===== src/rtl/pipe_regs_pkg.sv =====
// Shared constants and helpers for the pipe_regs register pipeline.
// Holds the parameter defaults, the bubble (nop) payload and the per-rank action decision.
package pipe_regs_pkg;

  localparam int unsigned STAGES_DEF = 4;
  localparam int unsigned DW_DEF     = 193;
  localparam int unsigned CW_DEF     = 16;

  // Widest payload any rank may carry; bubbles take the low DW bits of NOP_WORD.
  localparam int unsigned DW_MAX = 1024;
  localparam logic [DW_MAX-1:0] NOP_WORD = '0;

  typedef enum logic [1:0] {
    ACT_LOAD   = 2'd0,
    ACT_KEEP   = 2'd1,
    ACT_BUBBLE = 2'd2
  } rank_act_e;

  // Flush beats hold, hold beats an upstream freeze, otherwise the rank advances.
  function automatic rank_act_e rank_action(input logic flush,
                                            input logic frozen,
                                            input logic kill);
    rank_action = ACT_LOAD;
    if (flush) begin
      rank_action = ACT_BUBBLE;
    end else if (frozen) begin
      rank_action = ACT_KEEP;
    end else if (kill) begin
      rank_action = ACT_BUBBLE;
    end
  endfunction

endpackage


===== src/rtl/pipe_regs_if.sv =====
// Bus bundle between the pipeline and its source/consumers.
// Handshake: rank 0 captures in_data/in_valid on a rising edge only while in_ready=1;
// when in_ready=0 the input is ignored and the source must keep presenting it.
interface pipe_regs_if
  import pipe_regs_pkg::*;
#(
  parameter int STAGES = STAGES_DEF,
  parameter int DW     = DW_DEF
);

  logic [DW-1:0]        in_data;
  logic                 in_valid;
  logic                 in_ready;
  logic [STAGES-1:0]    hold_req;
  logic [STAGES-1:0]    flush;
  logic [STAGES*DW-1:0] stage_data;
  logic [STAGES-1:0]    stage_valid;

  modport master (
    output in_data,
    output in_valid,
    output hold_req,
    output flush,
    input  in_ready,
    input  stage_data,
    input  stage_valid
  );

  modport slave (
    input  in_data,
    input  in_valid,
    input  hold_req,
    input  flush,
    output in_ready,
    output stage_data,
    output stage_valid
  );

endinterface


===== src/rtl/pipe_rank.sv =====
// One pipeline rank: a valid bit plus DW-bit payload register.
// Each edge it loads from upstream, keeps, or becomes a bubble, by flush/freeze priority.
module pipe_rank
  import pipe_regs_pkg::*;
#(
  parameter int DW = DW_DEF
) (
  input  logic          clk,
  input  logic          reset,
  input  logic          flush,
  input  logic          frozen,
  input  logic          kill,
  input  logic          up_valid,
  input  logic [DW-1:0] up_data,
  output logic          out_valid,
  output logic [DW-1:0] out_data,
  output rank_act_e     act
);

  logic          valid_q, valid_d;
  logic [DW-1:0] data_q,  data_d;

  always_comb begin
    act     = rank_action(flush, frozen, kill);
    valid_d = valid_q;
    data_d  = data_q;
    case (act)
      ACT_BUBBLE: begin
        valid_d = 1'b0;
        data_d  = NOP_WORD[DW-1:0];
      end
      ACT_KEEP: begin
        valid_d = valid_q;
        data_d  = data_q;
      end
      default: begin
        valid_d = up_valid;
        data_d  = up_data;
      end
    endcase
  end

  always_ff @(posedge clk or negedge reset) begin
    if (!reset) begin
      valid_q <= 1'b0;
      data_q  <= '0;
    end else begin
      valid_q <= valid_d;
      data_q  <= data_d;
    end
  end

  assign out_valid = valid_q;
  assign out_data  = data_q;

endmodule


===== src/rtl/pipe_regs.sv =====
// STAGES-deep register pipeline with per-rank hold/flush and saturating stall/flush counters.
// A hold on rank k freezes every rank upstream of it; the rank just downstream of a freeze fills with bubbles.
module pipe_regs
  import pipe_regs_pkg::*;
#(
  parameter int STAGES = STAGES_DEF,
  parameter int DW     = DW_DEF,
  parameter int CW     = CW_DEF
) (
  input  logic              clk,
  input  logic              reset,
  pipe_regs_if.slave        bus,
  input  logic              clr_cnt,
  output logic [CW-1:0]     stall_cnt,
  output logic [CW-1:0]     flush_cnt,
  output logic [2*STAGES-1:0] rank_act
);

  logic [STAGES-1:0] frozen;
  logic              stall_inc;
  logic              flush_inc;
  logic [CW-1:0]     stall_cnt_q, stall_cnt_d;
  logic [CW-1:0]     flush_cnt_q, flush_cnt_d;

  logic              valid_w [STAGES];
  logic [DW-1:0]     data_w  [STAGES];

  // frozen[k] is the OR of hold_req over rank k and everything downstream.
  always_comb begin
    frozen = '0;
    for (int k = 0; k < STAGES; k++) begin
      frozen[k] = |(bus.hold_req >> k);
    end
  end

  // Purely combinational so it tracks hold_req even while reset is asserted.
  assign bus.in_ready = ~frozen[0];

  for (genvar k = 0; k < STAGES; k++) begin : g_rank
    logic          up_valid;
    logic [DW-1:0] up_data;
    logic          kill;
    rank_act_e     act;

    if (k == 0) begin : g_head
      assign up_valid = bus.in_valid;
      assign up_data  = bus.in_data;
      assign kill     = 1'b0;
    end else begin : g_body
      assign up_valid = valid_w[k-1];
      assign up_data  = data_w[k-1];
      assign kill     = frozen[k-1];
    end

    pipe_rank #(
      .DW (DW)
    ) u_rank (
      .clk       (clk),
      .reset     (reset),
      .flush     (bus.flush[k]),
      .frozen    (frozen[k]),
      .kill      (kill),
      .up_valid  (up_valid),
      .up_data   (up_data),
      .out_valid (valid_w[k]),
      .out_data  (data_w[k]),
      .act       (act)
    );

    assign bus.stage_valid[k]         = valid_w[k];
    assign bus.stage_data[k*DW +: DW] = data_w[k];
    assign rank_act[2*k +: 2]         = act;
  end

  assign stall_inc = ~bus.in_ready;
  assign flush_inc = |bus.flush;

  // Clear wins over increment; both counters stick at all-ones.
  always_comb begin
    stall_cnt_d = stall_cnt_q;
    flush_cnt_d = flush_cnt_q;
    if (clr_cnt) begin
      stall_cnt_d = '0;
      flush_cnt_d = '0;
    end else begin
      if (stall_inc && (stall_cnt_q != {CW{1'b1}})) begin
        stall_cnt_d = stall_cnt_q + CW'(1);
      end
      if (flush_inc && (flush_cnt_q != {CW{1'b1}})) begin
        flush_cnt_d = flush_cnt_q + CW'(1);
      end
    end
  end

  always_ff @(posedge clk or negedge reset) begin
    if (!reset) begin
      stall_cnt_q <= '0;
      flush_cnt_q <= '0;
    end else begin
      stall_cnt_q <= stall_cnt_d;
      flush_cnt_q <= flush_cnt_d;
    end
  end

  assign stall_cnt = stall_cnt_q;
  assign flush_cnt = flush_cnt_q;

endmodule


===== src/flat_wrapper.sv =====
// flat-port wrapper written by rule: the top's interface ports become plain ports
module pipe_regs_flat import pipe_regs_pkg::*;
#(
  parameter int STAGES = STAGES_DEF,
  parameter int DW     = DW_DEF,
  parameter int CW     = CW_DEF
)
  (clk, reset, clr_cnt, stall_cnt, flush_cnt, rank_act, bus_in_data, bus_in_valid, bus_hold_req, bus_flush, bus_in_ready, bus_stage_data, bus_stage_valid);
  pipe_regs_if #(.STAGES(STAGES), .DW(DW)) bus_i ();
  input  logic clk;
  input  logic reset;
  input  logic clr_cnt;
  output logic [CW-1:0] stall_cnt;
  output logic [CW-1:0] flush_cnt;
  output logic [2*STAGES-1:0] rank_act;
  input wire logic [$bits(bus_i.in_data)-1:0] bus_in_data;
  input wire logic [$bits(bus_i.in_valid)-1:0] bus_in_valid;
  input wire logic [$bits(bus_i.hold_req)-1:0] bus_hold_req;
  input wire logic [$bits(bus_i.flush)-1:0] bus_flush;
  output wire logic [$bits(bus_i.in_ready)-1:0] bus_in_ready;
  output wire logic [$bits(bus_i.stage_data)-1:0] bus_stage_data;
  output wire logic [$bits(bus_i.stage_valid)-1:0] bus_stage_valid;
  assign bus_i.in_data = bus_in_data;
  assign bus_i.in_valid = bus_in_valid;
  assign bus_i.hold_req = bus_hold_req;
  assign bus_i.flush = bus_flush;
  assign bus_in_ready = bus_i.in_ready;
  assign bus_stage_data = bus_i.stage_data;
  assign bus_stage_valid = bus_i.stage_valid;
  pipe_regs #(.STAGES(STAGES), .DW(DW), .CW(CW)) u_core (.clk(clk), .reset(reset), .bus(bus_i), .clr_cnt(clr_cnt), .stall_cnt(stall_cnt), .flush_cnt(flush_cnt), .rank_act(rank_act));
endmodule

===== config.mk =====
export PLATFORM = sky130hd
export DESIGN_NAME = pipe_regs_flat
export DESIGN_NICKNAME = d
export VERILOG_FILES = /design/src/rtl/pipe_regs_pkg.sv /design/src/rtl/pipe_regs_if.sv /design/src/rtl/pipe_rank.sv /design/src/rtl/pipe_regs.sv /design/src/flat_wrapper.sv
export SDC_FILE = /design/constraint.sdc
export NUM_CORES = 1
export LEC_CHECK = 0
export CAP_MARGIN = 25
export CORE_AREA = 2 2 398 400
export CTS_BUF_LIST = sky130_fd_sc_hd__clkbuf_8
export DETAILED_ROUTE_END_ITERATION = 8
export DIE_AREA = 0 0 400 402
export PLACE_DENSITY = 0.48
export SYNTH_ARGS = -nofsm -noshare
export SYNTH_HDL_FRONTEND = slang
export SYNTH_HIERARCHICAL = 1
export SYNTH_SLANG_ARGS = --single-unit
export TNS_END_PERCENT = 100

===== constraint.sdc =====
create_clock -name clk -period 5.85 [get_ports clk]
set_clock_uncertainty 0.05 [all_clocks]
set_input_delay 0.585 -clock clk [delete_from_list [all_inputs] [get_ports clk]]
set_output_delay 0.585 -clock clk [all_outputs]
set_load 0.03 [all_outputs]

==> results_tabular.tex <==
\begin{tabular}{lr}
\hline
Metric & Value \\
\hline
\multicolumn{2}{l}{\textbf{Synthesis}} \\
\quad Area share of the leading cell type in the synthesized netlist & 0.657 \\
\quad Synth Flop Type & sky130\_fd\_sc\_hd\_\_dfrtp\_1 \\
\quad Number of enable-type register cells in the synthesized netlist & 0 \\
\quad Flip-flop and latch count after synthesis & 808 \\
\quad Area of the mapped netlist & 30,800 um\^{}2 \\
\quad Post-synthesis cell type count & 39 \\
\quad Most frequently used cell type in the post-synthesis netlist & sky130\_fd\_sc\_hd\_\_dfrtp\_1 \\
\quad Synthesized instance count & 2,031 \\
\quad Number of warnings printed during yosys synthesis & 6 \\
\quad Sequential share of the synthesized area & 0.657 \\
\quad Most area-consuming cells after synthesis & sky130\_fd\_sc\_hd\_\_dfrtp\_1 66\%, sky130\_fd\_sc\_hd\_\_a32o\_1 25\%, sky130\_fd\_sc\_hd\_\_buf\_6 2.5\%, sky130\_fd\_sc\_hd\_\_buf\_2 1.9\%, sky130\_fd\_sc\_hd\_\_clkbuf\_1 0.78\% \\
\quad Syn Nets & 2,238 \\
\quad Synth async-reset ratio & 1.00 \\
\quad Leading area contributor after synthesis & sky130\_fd\_sc\_hd\_\_dfrtp\_1 \\
\quad Commonest cells in the netlist & 808 x sky130\_fd\_sc\_hd\_\_dfrtp\_1, 776 x sky130\_fd\_sc\_hd\_\_a32o\_1, 117 x sky130\_fd\_sc\_hd\_\_buf\_2 \\
\quad Post-synthesis area per instance & 15.2 um\^{}2 \\
\multicolumn{2}{l}{\textbf{STA}} \\
\quad Final critical-path share of the clock period & 0.702 \\
\quad Number of hold violations in the final report & 0 \\
\quad Final number of max-transition violations & 0 \\
\quad Slew margin rel. & 0.294 \\
\quad Setup total negative slack & 0 ns \\
\quad RSZ-0062 raised after global routing & no \\
\quad Tmin final & 4.11 ns \\
\quad Peak Freq & 0.243 GHz \\
\quad Hold Slack & 0.320 ns \\
\quad \# setup viols final & 0 \\
\quad Worst slew pin tran & 1.06 ns \\
\multicolumn{2}{l}{\textbf{Worst setup path}} \\
\quad Worst-path cell with the longest stage delay & sky130\_fd\_sc\_hd\_\_or4\_1 \\
\quad Data arrival time at the worst-slack endpoint & 3.47 ns \\
\quad Endpoint kind of the worst setup timing path & output port \\
\quad Critical path start-end classification & primary input to output port \\
\quad CP most frequent cell & sky130\_fd\_sc\_hd\_\_clkdlybuf4s50\_1 \\
\quad Crit path max fanout & 38 \\
\quad Start point of the critical path & bus\_hold\_req[3] \\
\quad Crit path buf inv count & 3 \\
\quad Crit path launch type & primary input \\
\quad Reg2reg setup slack & 3.39 ns \\
\quad Reg2reg start & u\_core/stall\_cnt[0]\$\_DFFE\_PN0P\_ \\
\quad Ordered list of cells on the worst path & clkdlybuf4s50\_1, or4\_1, inv\_8, o21bai\_1, clkdlybuf4s50\_1 \\
\quad WP data required & 5.22 ns \\
\quad Dominant delay contributor by cell family on the critical path & buffers and inverters \\
\quad Largest stage delay on the critical path & 1.05 ns \\
\multicolumn{2}{l}{\textbf{Floorplanning}} \\
\quad Die area & 161,000 um\^{}2 \\
\quad Die boundary height & 402 um \\
\quad CORE AREA & 157,000 um\^{}2 \\
\quad Width of the die & 400 um \\
\quad Rows & 146 \\
\quad Top-level I/O count & 1,022 \\
\quad Effective utilization at floorplan & 0.196 \\
\multicolumn{2}{l}{\textbf{Global routing}} \\
\quad Pin count of the biggest net entering global routing & 196 \\
\quad Number of global-route vias before repair & 25,900 \\
\quad Leftover overflow at the end of global routing & 0 \\
\quad Antenna violations before repair & 13 \\
\quad Total routing resource utilization after global routing & 0.177 \\
\quad First-pass GRT wire length & 207,000 um \\
\multicolumn{2}{l}{\textbf{Pwr}} \\
\quad Peak VDD IR & 0.149 mV \\
\quad Static Leakage & 18.7 nW \\
\quad Ratio of total power to cell area & 261 nW/um\^{}2 \\
\quad Overall power & 0.0119 W \\
\multicolumn{2}{l}{\textbf{Layout}} \\
\quad Finished Cell Area & 45,700 um\^{}2 \\
\quad Syn-to-layout area delta & 48.6\% \\
\quad Final non-filler cell total & 5,191 \\
\quad Layout Nets & 3,199 \\
\quad Share of post-route cells with drive strength above 1 & 0.0953 \\
\multicolumn{2}{l}{\textbf{Worst hold path}} \\
\quad Worst Hold Class & primary input to register \\
\quad HP Start & bus\_in\_data[158] \\
\multicolumn{2}{l}{\textbf{Place}} \\
\quad Placer congestion estimate & 0.826 \\
\quad Total half-perimeter wirelength after legalization and detailed placement & 101,000 um \\
\quad Count of input and output buffers & 1,021 \\
\quad Number of placed instances, taps included & 4,911 \\
\quad Placed cell area & 42,700 um\^{}2 \\
\multicolumn{2}{l}{\textbf{Clocking}} \\
\quad CTS buffer count & 150 \\
\quad Insertion delay to the later sink of the worst-skew pair & 0.84 ns \\
\quad CTS root buffer & sky130\_fd\_sc\_hd\_\_clkbuf\_8 \\
\quad Clk slew on worst S/H paths & 0.06 ns \\
\quad Post-CTS setup buffer count & 0 \\
\quad Clk buf depth & 3 \\
\quad TritonCTS clock tree & done \\
\quad Count of H-tree levels built during CTS & 4 \\
\quad Num Clock Sinks & 808 \\
\multicolumn{2}{l}{\textbf{Flow run}} \\
\quad Max-cap violations & 0 \\
\multicolumn{2}{l}{\textbf{Routing}} \\
\quad DR pass1 iterations & 5 \\
\quad Violation count after the first detailed-route iteration & 1,978 \\
\quad Average via count per standard cell & 4.88 \\
\quad Routed wirelength normalized by instance count & 28.4 um \\
\quad Final wirelength & 148,000 um \\
\quad Vias & 25,400 \\
\quad DRC Markers & 0 \\
\quad Count of antenna-violating nets left after detailed routing & 0 \\
\multicolumn{2}{l}{\textbf{Status}} \\
\quad Result of the run & finished, final reports clean \\
\hline
\end{tabular}
routing by layer:
metal	GRT usage	vias up	routed length, um
li1	-	10500	-
met1	0.221	13400	60000
met2	0.286	1176	70000
met3	0.0517	239	12100
met4	0.0683	0	5420
met5	0	-	0
where the power goes:
group          internal, W  total [W]  switching (W)
Clock              0.00293    0.00553        0.00260
Combinational     0.000229   0.000775       0.000546
Sequential         0.00561    0.00564      0.0000262
worst register-to-register path, cell delays in order, from the launching register on:
cell and delay (ns):
sky130_fd_sc_hd__dfrtp_1 0.44, sky130_fd_sc_hd__ha_1 0.22, sky130_fd_sc_hd__nand3_1 0.20, sky130_fd_sc_hd__nor3b_1 0.84
sky130_fd_sc_hd__a21oi_1 0.28, sky130_fd_sc_hd__mux2_2 0.33
sequential cells by signal, summed over array words and instances (netlist names):
register	cells
u_core/flush_cnt	16
u_core/g_rank.u_rank/out_data	772
u_core/g_rank.u_rank/out_valid	4
u_core/stall_cnt	16
cells by family after synthesis:
family                   Yosys count  share of synthesized area
adder cells (fa/ha/maj)            2                   0.000813
buffers and inverters            278                     0.0556
flip-flops                       808                      0.657
AND/OR/NAND/NOR                  103                     0.0193
other                              1                   0.000122
AO/OA/AOI/OAI                    828                      0.263
multiplexers                      11                    0.00394
cells in the final DEF (no fill, tap or decap), types with 13 or more instances in the layout:
cell type / count
sky130_fd_sc_hd__a21oi_1: 21
sky130_fd_sc_hd__a32o_1: 776
sky130_fd_sc_hd__buf_12: 24
sky130_fd_sc_hd__buf_4: 32
sky130_fd_sc_hd__clkbuf_8: 179
sky130_fd_sc_hd__clkdlybuf4s50_1: 1020
sky130_fd_sc_hd__clkinv_2: 16
sky130_fd_sc_hd__dfrtp_1: 808
sky130_fd_sc_hd__inv_1: 60
sky130_fd_sc_hd__nand2_1: 13
worst paths after layout:
check | end | depth (start not counted)
worst max register to register | u_core/stall_cnt[0]$_DFFE_PN0P_ | 5
worst min register to register | u_core/g_rank[3].u_rank/out_data[131]$_DFFE_PN0P_ | 1
worst min-delay path | u_core/g_rank[0].u_rank/out_data[158]$_DFFE_PN0P_ | 2
worst max-delay path | rank_act[3] | 5
min in group asynchronous | u_core/g_rank[0].u_rank/out_data[127]$_DFFE_PN0P_ | 2
max in group asynchronous | u_core/g_rank[1].u_rank/out_data[43]$_DFFE_PN0P_ | 3
area by class of cell:
| cell class | count | area (um^2) |
|---|---|---|
| Clock inverter | 88 | 520 |
| Sequential cell | 808 | 20200 |
| Inverter | 9 | 53.8 |
| Clock buffer | 179 | 2460 |
| Multi-Input combinational cell | 945 | 8900 |
| Antenna cell | 12 | 30.0 |
| Timing Repair Buffer | 1078 | 11000 |
| Tap cell | 2072 | 2590 |
| Fill cell | 16100 | 111000 |
through the flow:
| step | util | setup slack [ns] |
|---|---|---|
| floorplan | - | 3.26 |
| global placement | 0.272 | 1.62 |
| detailed placement | 0.272 | 1.67 |
| CTS | 0.291 | 1.65 |
| global route | 0.291 | 1.64 |
| finish | 0.291 | 1.74 |
timing repair:
action | CTS | global route
resized for setup | 0 | 0
hold endpoints to repair | 74 | 0
hold buffers | 1 | 0
No activity file was read; power rests on OpenSTA's default activity.
